**src/rtl/mc_ctrl.sv**
```systemverilog
// Multi-cycle processor control FSM: fetch/decode/execute/mem/writeback sequencing
// with memory wait-state timeout, latched halt, branch control and retired-instruction count.
module mc_ctrl #(
    parameter int OPW         = 4,
    parameter int ALUW        = 2,
    parameter int IMM_MODE    = 8,
    parameter int MEM_TIMEOUT = 15,
    parameter int CNTW        = 16
) (
    input  logic            CLK,
    input  logic            RST_F,
    input  logic [OPW-1:0]  OPCODE,
    input  logic [3:0]      MM,
    input  logic [3:0]      STAT,
    input  logic            MEM_RDY,
    output logic            RF_WE,
    output logic [ALUW-1:0] ALU_OP,
    output logic            WB_SEL,
    output logic            RD_SEL,
    output logic            PC_WRITE,
    output logic            PC_SEL,
    output logic            PC_RST,
    output logic            BR_SEL,
    output logic            IR_LOAD,
    output logic            MEM_REQ,
    output logic            MEM_WE,
    output logic            HALTED,
    output logic            ERR,
    output logic [2:0]      STATE,
    output logic [CNTW-1:0] INSTR_CNT
);

    typedef enum logic [2:0] {
        S_START0    = 3'd0,
        S_START1    = 3'd1,
        S_FETCH     = 3'd2,
        S_DECODE    = 3'd3,
        S_EXECUTE   = 3'd4,
        S_MEM       = 3'd5,
        S_WRITEBACK = 3'd6,
        S_HALT      = 3'd7
    } state_t;

    localparam logic [OPW-1:0] OP_LOD = OPW'(1);
    localparam logic [OPW-1:0] OP_STR = OPW'(2);
    localparam logic [OPW-1:0] OP_BRA = OPW'(4);
    localparam logic [OPW-1:0] OP_BRR = OPW'(5);
    localparam logic [OPW-1:0] OP_BNE = OPW'(6);
    localparam logic [OPW-1:0] OP_ALU = OPW'(8);
    localparam logic [OPW-1:0] OP_HLT = OPW'(15);
    localparam logic [3:0]     IMM_MM = 4'(IMM_MODE);

    // Wide enough to hold MEM_TIMEOUT itself, so the increment never overflows.
    localparam int WAITW = $clog2(MEM_TIMEOUT + 1);

    state_t          state_q, state_d;
    logic [WAITW-1:0] wait_q, wait_d;
    logic [WAITW-1:0] wait_inc;
    logic            err_q, err_d;
    logic [CNTW-1:0] cnt_q, cnt_d;

    logic is_lod, is_str, is_mem_op, is_alu, is_imm;

    assign is_lod    = (OPCODE == OP_LOD);
    assign is_str    = (OPCODE == OP_STR);
    assign is_mem_op = is_lod | is_str;
    assign is_alu    = (OPCODE == OP_ALU);
    assign is_imm    = (MM == IMM_MM);
    assign wait_inc  = wait_q + 1'b1;

    // NOTE: sequential state uses non-blocking assignments so every register
    // samples the pre-edge values, independent of statement order.
    always_ff @(posedge CLK or negedge RST_F) begin
        if (!RST_F) begin
            state_q <= S_START0;
            wait_q  <= '0;
            err_q   <= 1'b0;
            cnt_q   <= '0;
        end else begin
            state_q <= state_d;
            wait_q  <= wait_d;
            err_q   <= err_d;
            cnt_q   <= cnt_d;
        end
    end

    // NOTE: every signal driven here gets a default first, so no path can
    // leave one unassigned and infer a latch.
    always_comb begin
        state_d  = state_q;
        wait_d   = wait_q;
        err_d    = err_q;
        cnt_d    = cnt_q;
        RF_WE    = 1'b0;
        ALU_OP   = '0;
        WB_SEL   = 1'b0;
        RD_SEL   = 1'b0;
        PC_WRITE = 1'b0;
        PC_SEL   = 1'b0;
        PC_RST   = 1'b0;
        BR_SEL   = 1'b0;
        IR_LOAD  = 1'b0;
        MEM_REQ  = 1'b0;
        MEM_WE   = 1'b0;
        HALTED   = 1'b0;

        case (state_q)
            S_START0: begin
                PC_RST  = 1'b1;
                state_d = S_START1;
            end
            S_START1: begin
                PC_RST  = 1'b1;
                state_d = S_FETCH;
            end
            S_FETCH: begin
                IR_LOAD  = 1'b1;
                PC_WRITE = 1'b1;
                state_d  = S_DECODE;
            end
            S_DECODE: begin
                state_d = (OPCODE == OP_HLT) ? S_HALT : S_EXECUTE;
            end
            S_EXECUTE: begin
                if (is_alu && is_imm) begin
                    ALU_OP = ALUW'(1);
                end
                wait_d  = '0;
                state_d = S_MEM;
            end
            S_MEM: begin
                if (is_mem_op) begin
                    MEM_REQ = 1'b1;
                    MEM_WE  = is_str;
                    // A ready on the cycle that would time out still wins.
                    if (MEM_RDY) begin
                        state_d = S_WRITEBACK;
                    end else if (wait_inc == WAITW'(MEM_TIMEOUT)) begin
                        err_d   = 1'b1;
                        state_d = S_HALT;
                    end else begin
                        wait_d = wait_inc;
                    end
                end else begin
                    state_d = S_WRITEBACK;
                end
            end
            S_WRITEBACK: begin
                case (OPCODE)
                    OP_ALU: begin
                        RF_WE  = 1'b1;
                        RD_SEL = !is_imm;
                    end
                    OP_LOD: begin
                        RF_WE  = 1'b1;
                        WB_SEL = 1'b1;
                        RD_SEL = 1'b1;
                    end
                    OP_BRA: begin
                        PC_WRITE = 1'b1;
                        PC_SEL   = 1'b1;
                    end
                    OP_BRR: begin
                        PC_WRITE = 1'b1;
                        PC_SEL   = 1'b1;
                        BR_SEL   = 1'b1;
                    end
                    OP_BNE: begin
                        if ((STAT & MM) != 4'd0) begin
                            PC_WRITE = 1'b1;
                            PC_SEL   = 1'b1;
                            BR_SEL   = 1'b1;
                        end
                    end
                    default: ;
                endcase
                cnt_d   = cnt_q + 1'b1;
                state_d = S_FETCH;
            end
            S_HALT: begin
                HALTED = 1'b1;
            end
            default: state_d = S_START0;
        endcase
    end

    assign ERR       = err_q;
    assign STATE     = state_q;
    assign INSTR_CNT = cnt_q;

endmodule

```
**config.mk**
```make
export PLATFORM = sky130hd
export DESIGN_NAME = mc_ctrl
export DESIGN_NICKNAME = d
export VERILOG_FILES = /design/src/rtl/mc_ctrl.sv
export SDC_FILE = /design/constraint.sdc
export NUM_CORES = 1
export LEC_CHECK = 0
export ABC_CLOCK_PERIOD_IN_PS = 2400
export CELL_PAD_IN_SITES_DETAIL_PLACEMENT = 0
export CELL_PAD_IN_SITES_GLOBAL_PLACEMENT = 1
export CORE_ASPECT_RATIO = 2
export CORE_MARGIN = 4
export CORE_UTILIZATION = 25
export DETAILED_ROUTE_END_ITERATION = 10
export PLACE_DENSITY = 0.59
export SYNTH_ARGS = -nofsm -noshare
export SYNTH_HDL_FRONTEND = slang
export SYNTH_SLANG_ARGS = --single-unit
```
**constraint.sdc**
```tcl
create_clock -name CLK -period 2.4 [get_ports CLK]
set_input_delay 0.24 -clock CLK [delete_from_list [all_inputs] [get_ports CLK]]
set_output_delay 0.24 -clock CLK [all_outputs]
set_load 0.02 [all_outputs]
```
# Word-level counts from Yosys, hierarchy flattened
# Cells that the tools add are included.
[word_totals]
in_bits = 15
out_inout_bits = 33
ff_bits = 24
word_cells = 72
[classes]
n_reduce_logical = 13
add_sub_neg = 2
n_bitwise = 3
muxes = 30
eq_ne = 20
[ops]
columns = ["operator", "n"]
rows = [
  ["one-hot mux 3 bit (6 select lines)", 1],
  ["2-to-1 mux 1 bit", 17],
  ["adder 16 x 1 -> 16 bit, second input constant", 1],
  ["== test 4 bit, second input constant", 4],
  ["== test 3 bit, second input constant", 4],
  ["== test 4 x 3 -> 1 bit, second input constant", 3],
  ["2-to-1 mux 4 bit", 3],
  ["2-to-1 mux 3 bit", 3],
  ["one-hot mux 1 bit (2 select lines)", 4],
  ["one-hot mux 4 bit (2 select lines)", 1],
  ["AND reduction 4 bit", 2],
  ["OR reduction 2 bit", 4],
  ["== test 3 x 2 -> 1 bit, second input constant", 2],
  ["inequality test 2 bit, second input constant", 3],
  ["nonzero test 6 bit", 1],
  ["adder 4 x 1 -> 4 bit, second input constant", 1],
  ["AND 4 bit", 1],
  ["== test 4 x 1 -> 1 bit, second input constant", 1],
  ["== test 4 x 2 -> 1 bit, second input constant", 1],
  ["inequality test 4 bit, second input constant", 1],
  ["nonzero test 4 bit", 1],
  ["== test 3 x 1 -> 1 bit, second input constant", 1],
  ["zero test 3 bit", 1],
  ["2-to-1 mux 2 bit", 1],
  ["other kinds (6)", 6],
]

# Depth between registers and ports, before layout
[depth]
ltp_word = 6
depth_mapped = 7
ltp_nobuf = 6

# Worst setup path after synthesis
# No wires, ideal clock.
[synth_path]
path_type = "register to output"
startpoint = "reg state_q[2], in the netlist STATE[2]"
endpoint = "out MEM_WE"
path_stages_with_launch = 5
slack_ns = 0.527
arrival_ns = 1.633
required_ns = 2.160
path_buffers = 1
cell_sequence = "dfrtp_1 -> buf_4 -> nor2b_1 -> nand2_1 -> nor4_1"
[synth_via]
elab_chain_cells = 2
[synth_lines]
columns = ["element", "line_no", "text"]
rows = [
  ["from (decl)", "56", "state_t state_q, state_d;"],
  ["from (signal assigned)", "80", "state_q <= state_d;"],
  ["== test 3 bit", "107", "case (state_q)"],
  ["2-to-1 mux 1 bit", "107", ""],
  ["to (decl)", "26", "output logic MEM_WE,"],
]
# Every way passes these cells.

# Worst setup path after layout
[layout_path]
startpoint = "in MM[1]"
endpoint = "out PC_SEL"
[layout_via]
elab_chain_cells = 5
[layout_lines]
columns = ["element", "line_no", "text"]
rows = [
  ["from (decl)", "13", "input logic [3:0] MM,"],
  ["AND 4 bit", "169", "if ((STAT & MM) != 4'd0) begin"],
  ["nonzero test 4 bit", "169", ""],
  ["2-to-1 mux 1 bit", "169", ""],
  ["one-hot mux 1 bit (2 select lines)", "149", "case (OPCODE)"],
  ["2-to-1 mux 1 bit", "107", ""],
  ["to (decl)", "21", "output logic PC_SEL,"],
]
# Every way passes these cells.

==> impl_metrics.tcl <==
set metrics [dict create \
    max-cap-violations 0 \
    num_vias 1343 \
    fin_skew_ns 0.00264 \
    clk_sinks 24 \
    layout.cells.most_common "clkdlybuf4s50_1" \
    cts-hold-fix-buffers 0 \
    synth_area_leader_cell "dfrtp_1" \
    cts.repair.resized 0 \
    port_buffers 46 \
    timing_worst_setup_path_type "in2out" \
    ctsHtreeMaxLevel 1 \
    dpl.hpwl_um 3360 \
    synth-seq-cells 24 \
    slew_violations 0 \
    syn-cell-area_um2 1460 \
    start_util_pct 25.6 \
    grt-ovfl-total 0 \
    area_growth_pct 45.9 \
    hp-class "in2async" \
    post_synth_main_area_contributors "dfrtp_1 41%, xnor2_1 8.4%, nand2_1 5.1%, and3_1 2.6%, ha_1 2.6%" \
    grt.total_usage_pct 12.7 \
    critPathLaunchType "input pin" \
    cp.required_ns 2.16 \
    cts_made_buffers 3 \
    die_width_um 62.1 \
    warnings_from_yosys 0 \
    antennaDiodeCount 0 \
    power_density_nw_per_um2 941 \
    viasPerCell 5.03 \
    fmaxAchievable_ghz 0.434 \
    regArea_um2 602 \
    postSynth.asyncResetShare_pct 100 \
    grt_setup_unrepaired "no" \
    critical-path-top-cell-by-count "clkdlybuf4s50_1" \
    clockRootBuffer "clkbuf_16" \
    finalCriticalPeriod_ns 2.30 \
    cp_cell_sequence "clkdlybuf4s50_1 > a22oi_1 > a21oi_1 > o21ai_0 > buf_4 > nor2_1 > clkdlybuf4s50_1" \
    top_level_ports 48 \
    die-height_um 116 \
    post-cts-setup-buffers 0 \
    endpoint_kind "output pin" \
    coreArea_um2 5710 \
    syn-instance-count 156 \
    dp_slack_ns 0.0296 \
    power_leakage_nw 0.950 \
    drt_wl_total_um 4180 \
    design.die.area_um2 7210 \
    drt_first_pass_iters 4 \
    setup_viol 0 \
    synth_edf_count 0 \
    critical_path_fanout_max 2 \
    finalNetCount 225 \
    tritoncts "built" \
    setup_total_negative_slack_ns 0 \
    synth_top_area_share_pct 41.1 \
    vdd.ir_drop.worst_mv 0.491 \
    clock_insertion_delay_worst_skew_ns 0.26 \
    multi_input_area_um2 802 \
    worst_setup_hold_path_clk_slew_ns 0.07 \
    remaining_antenna_violation_count_after_routing 0 \
    run_status "completed" \
    wl_per_cell_um 15.7 \
    cts.path.max_buffers 2 \
    final_layout_size_suffix_gt1_share_pct 10.7 \
    initialDrtViolationCount 41 \
    nFillCells 585 \
    synth_cell_type_count 43 \
    critical_path_arrival_ns 2.06 \
    drc_errors 0 \
    synth_flop_cell "dfrtp_1" \
    final_core_utilization_pct 37.4 \
    share_of_synthesized_area_occupied_by_flip_flops_and_latches_pct 41.1 \
    critical_path.max_stage_delay_ns 0.55 \
    gpl.final_weighted_congestion 0.746 \
    finalHoldViolations 0 \
    synth_area_per_cell_um2 9.38 \
    fin_crit_sh_pct 96.0 \
    number_of_global_route_vias_before_repair 1389 \
    critPathSlowestCell "clkdlybuf4s50_1" \
    rows 39 \
    timing.final.ws_setup_ns 0.0955 \
    final_cell_mix "42 x clkdlybuf4s50_1, 23 x dfrtp_1, 20 x nand2_1, 14 x xnor2_1, 9 x buf_4" \
    synth_nets 174 \
    grt_start_max_net_pins 25 \
    antenna_violations_before_repair 0 \
    wire_length_of_the_first_global_routing_pass_um 6770 \
]
## where the power goes
group	leakage, nW	internal [mW]	switching [mW]	total [mW]
Combinational	0.596	0.424	0.449	0.873
Clock	0.0511	0.332	0.151	0.483
Sequential	0.302	0.499	0.153	0.652
Total	0.950	1.25	0.754	2.01
## cells in the mapped netlist, types with 3 or more instances
master / n
dfrtp_1: 24
nand2_1: 20
xnor2_1: 14
nor2_1: 8
a21oi_1: 7
nand3_1: 7
and3_1: 6
nor2b_1: 5
and4_1: 4
buf_2: 4
buf_4: 4
nand4_1: 4
ha_1: 3
inv_1: 3
nor3b_1: 3
nor4_1: 3
o21ai_0: 3
## cells by family (layout without fill, tap and decap cells)
group	after synthesis	after routing	synth area share [%]
flip-flops	24	24	41.1
other	1	1	0.256
buffers and inverters	12	62	4.45
AO/OA/AOI/OAI	24	24	11.8
AND/OR/NAND/NOR	75	75	29.0
adder cells (fa/ha/maj)	3	3	2.57
XOR/XNOR	16	16	10.1
multiplexers	1	1	0.770
## critical path: cells and delay by family
kind | cells | cell delay, ns
buf+inv | 3 | 1.14
simple gates | 1 | 0.04
compound gates | 3 | 0.63
## layer usage
layer / wire [um] / track usage (%) / vias up
met4: 70 / 5.24 / 0
met2: 2380 / 23.9 / 47
met5: 0 / 0 / -
met1: 1450 / 12.4 / 642
met3: 271 / 2.88 / 5
li1: - / - / 649
## stage by stage
| stage | total power [mW] | instances | hold slack, ns | cell area, um^2 |
|---|---|---|---|---|
| 6_report | 2.01 | 267 | 0.336 | 2130 |
| 5_1_grt | 2.14 | 267 | 0.382 | 2130 |
| 4_1_cts | 2.04 | 267 | 0.348 | 2120 |
| 3_5_place_dp | 1.54 | 263 | 0.464 | 2010 |
| 3_3_place_gp | 1.52 | 263 | 0.458 | 2010 |
| 2_1_floorplan | 1.16 | 156 | -0.0556 | 1460 |
## path summary, 6_finish.rpt
kind                       depth (start not counted)       endpoint     startpoint  slack, ns
hold reg to reg                                    1  INSTR_CNT[15]  INSTR_CNT[15]       0.47
max in group asynchronous                          2       STATE[2]          RST_F       1.80
min in group CLK                                   1  INSTR_CNT[15]  INSTR_CNT[15]       0.47
hold / removal                                     2   INSTR_CNT[3]          RST_F       0.34
setup reg to reg                                   6      wait_q[1]      wait_q[0]       0.56
setup / recovery                                   7         PC_SEL          MM[1]        0.1
## area by class of cell
type	count	area share [%]
Clock inverter	1	1.41
Tap cell	61	3.58
Timing Repair Buffer	55	25.2
Inverter	3	0.528
Clock buffer	3	3.52
Multi-Input combinational cell	120	37.6
Sequential cell	24	28.2
## flip-flops by register name, indices dropped and copies added (netlist names)
| name | flops |
|---|---|
| wait_q | 4 |
| INSTR_CNT | 16 |
| ERR | 1 |
| STATE | 3 |
No activity file was read; power rests on OpenSTA's default activity.
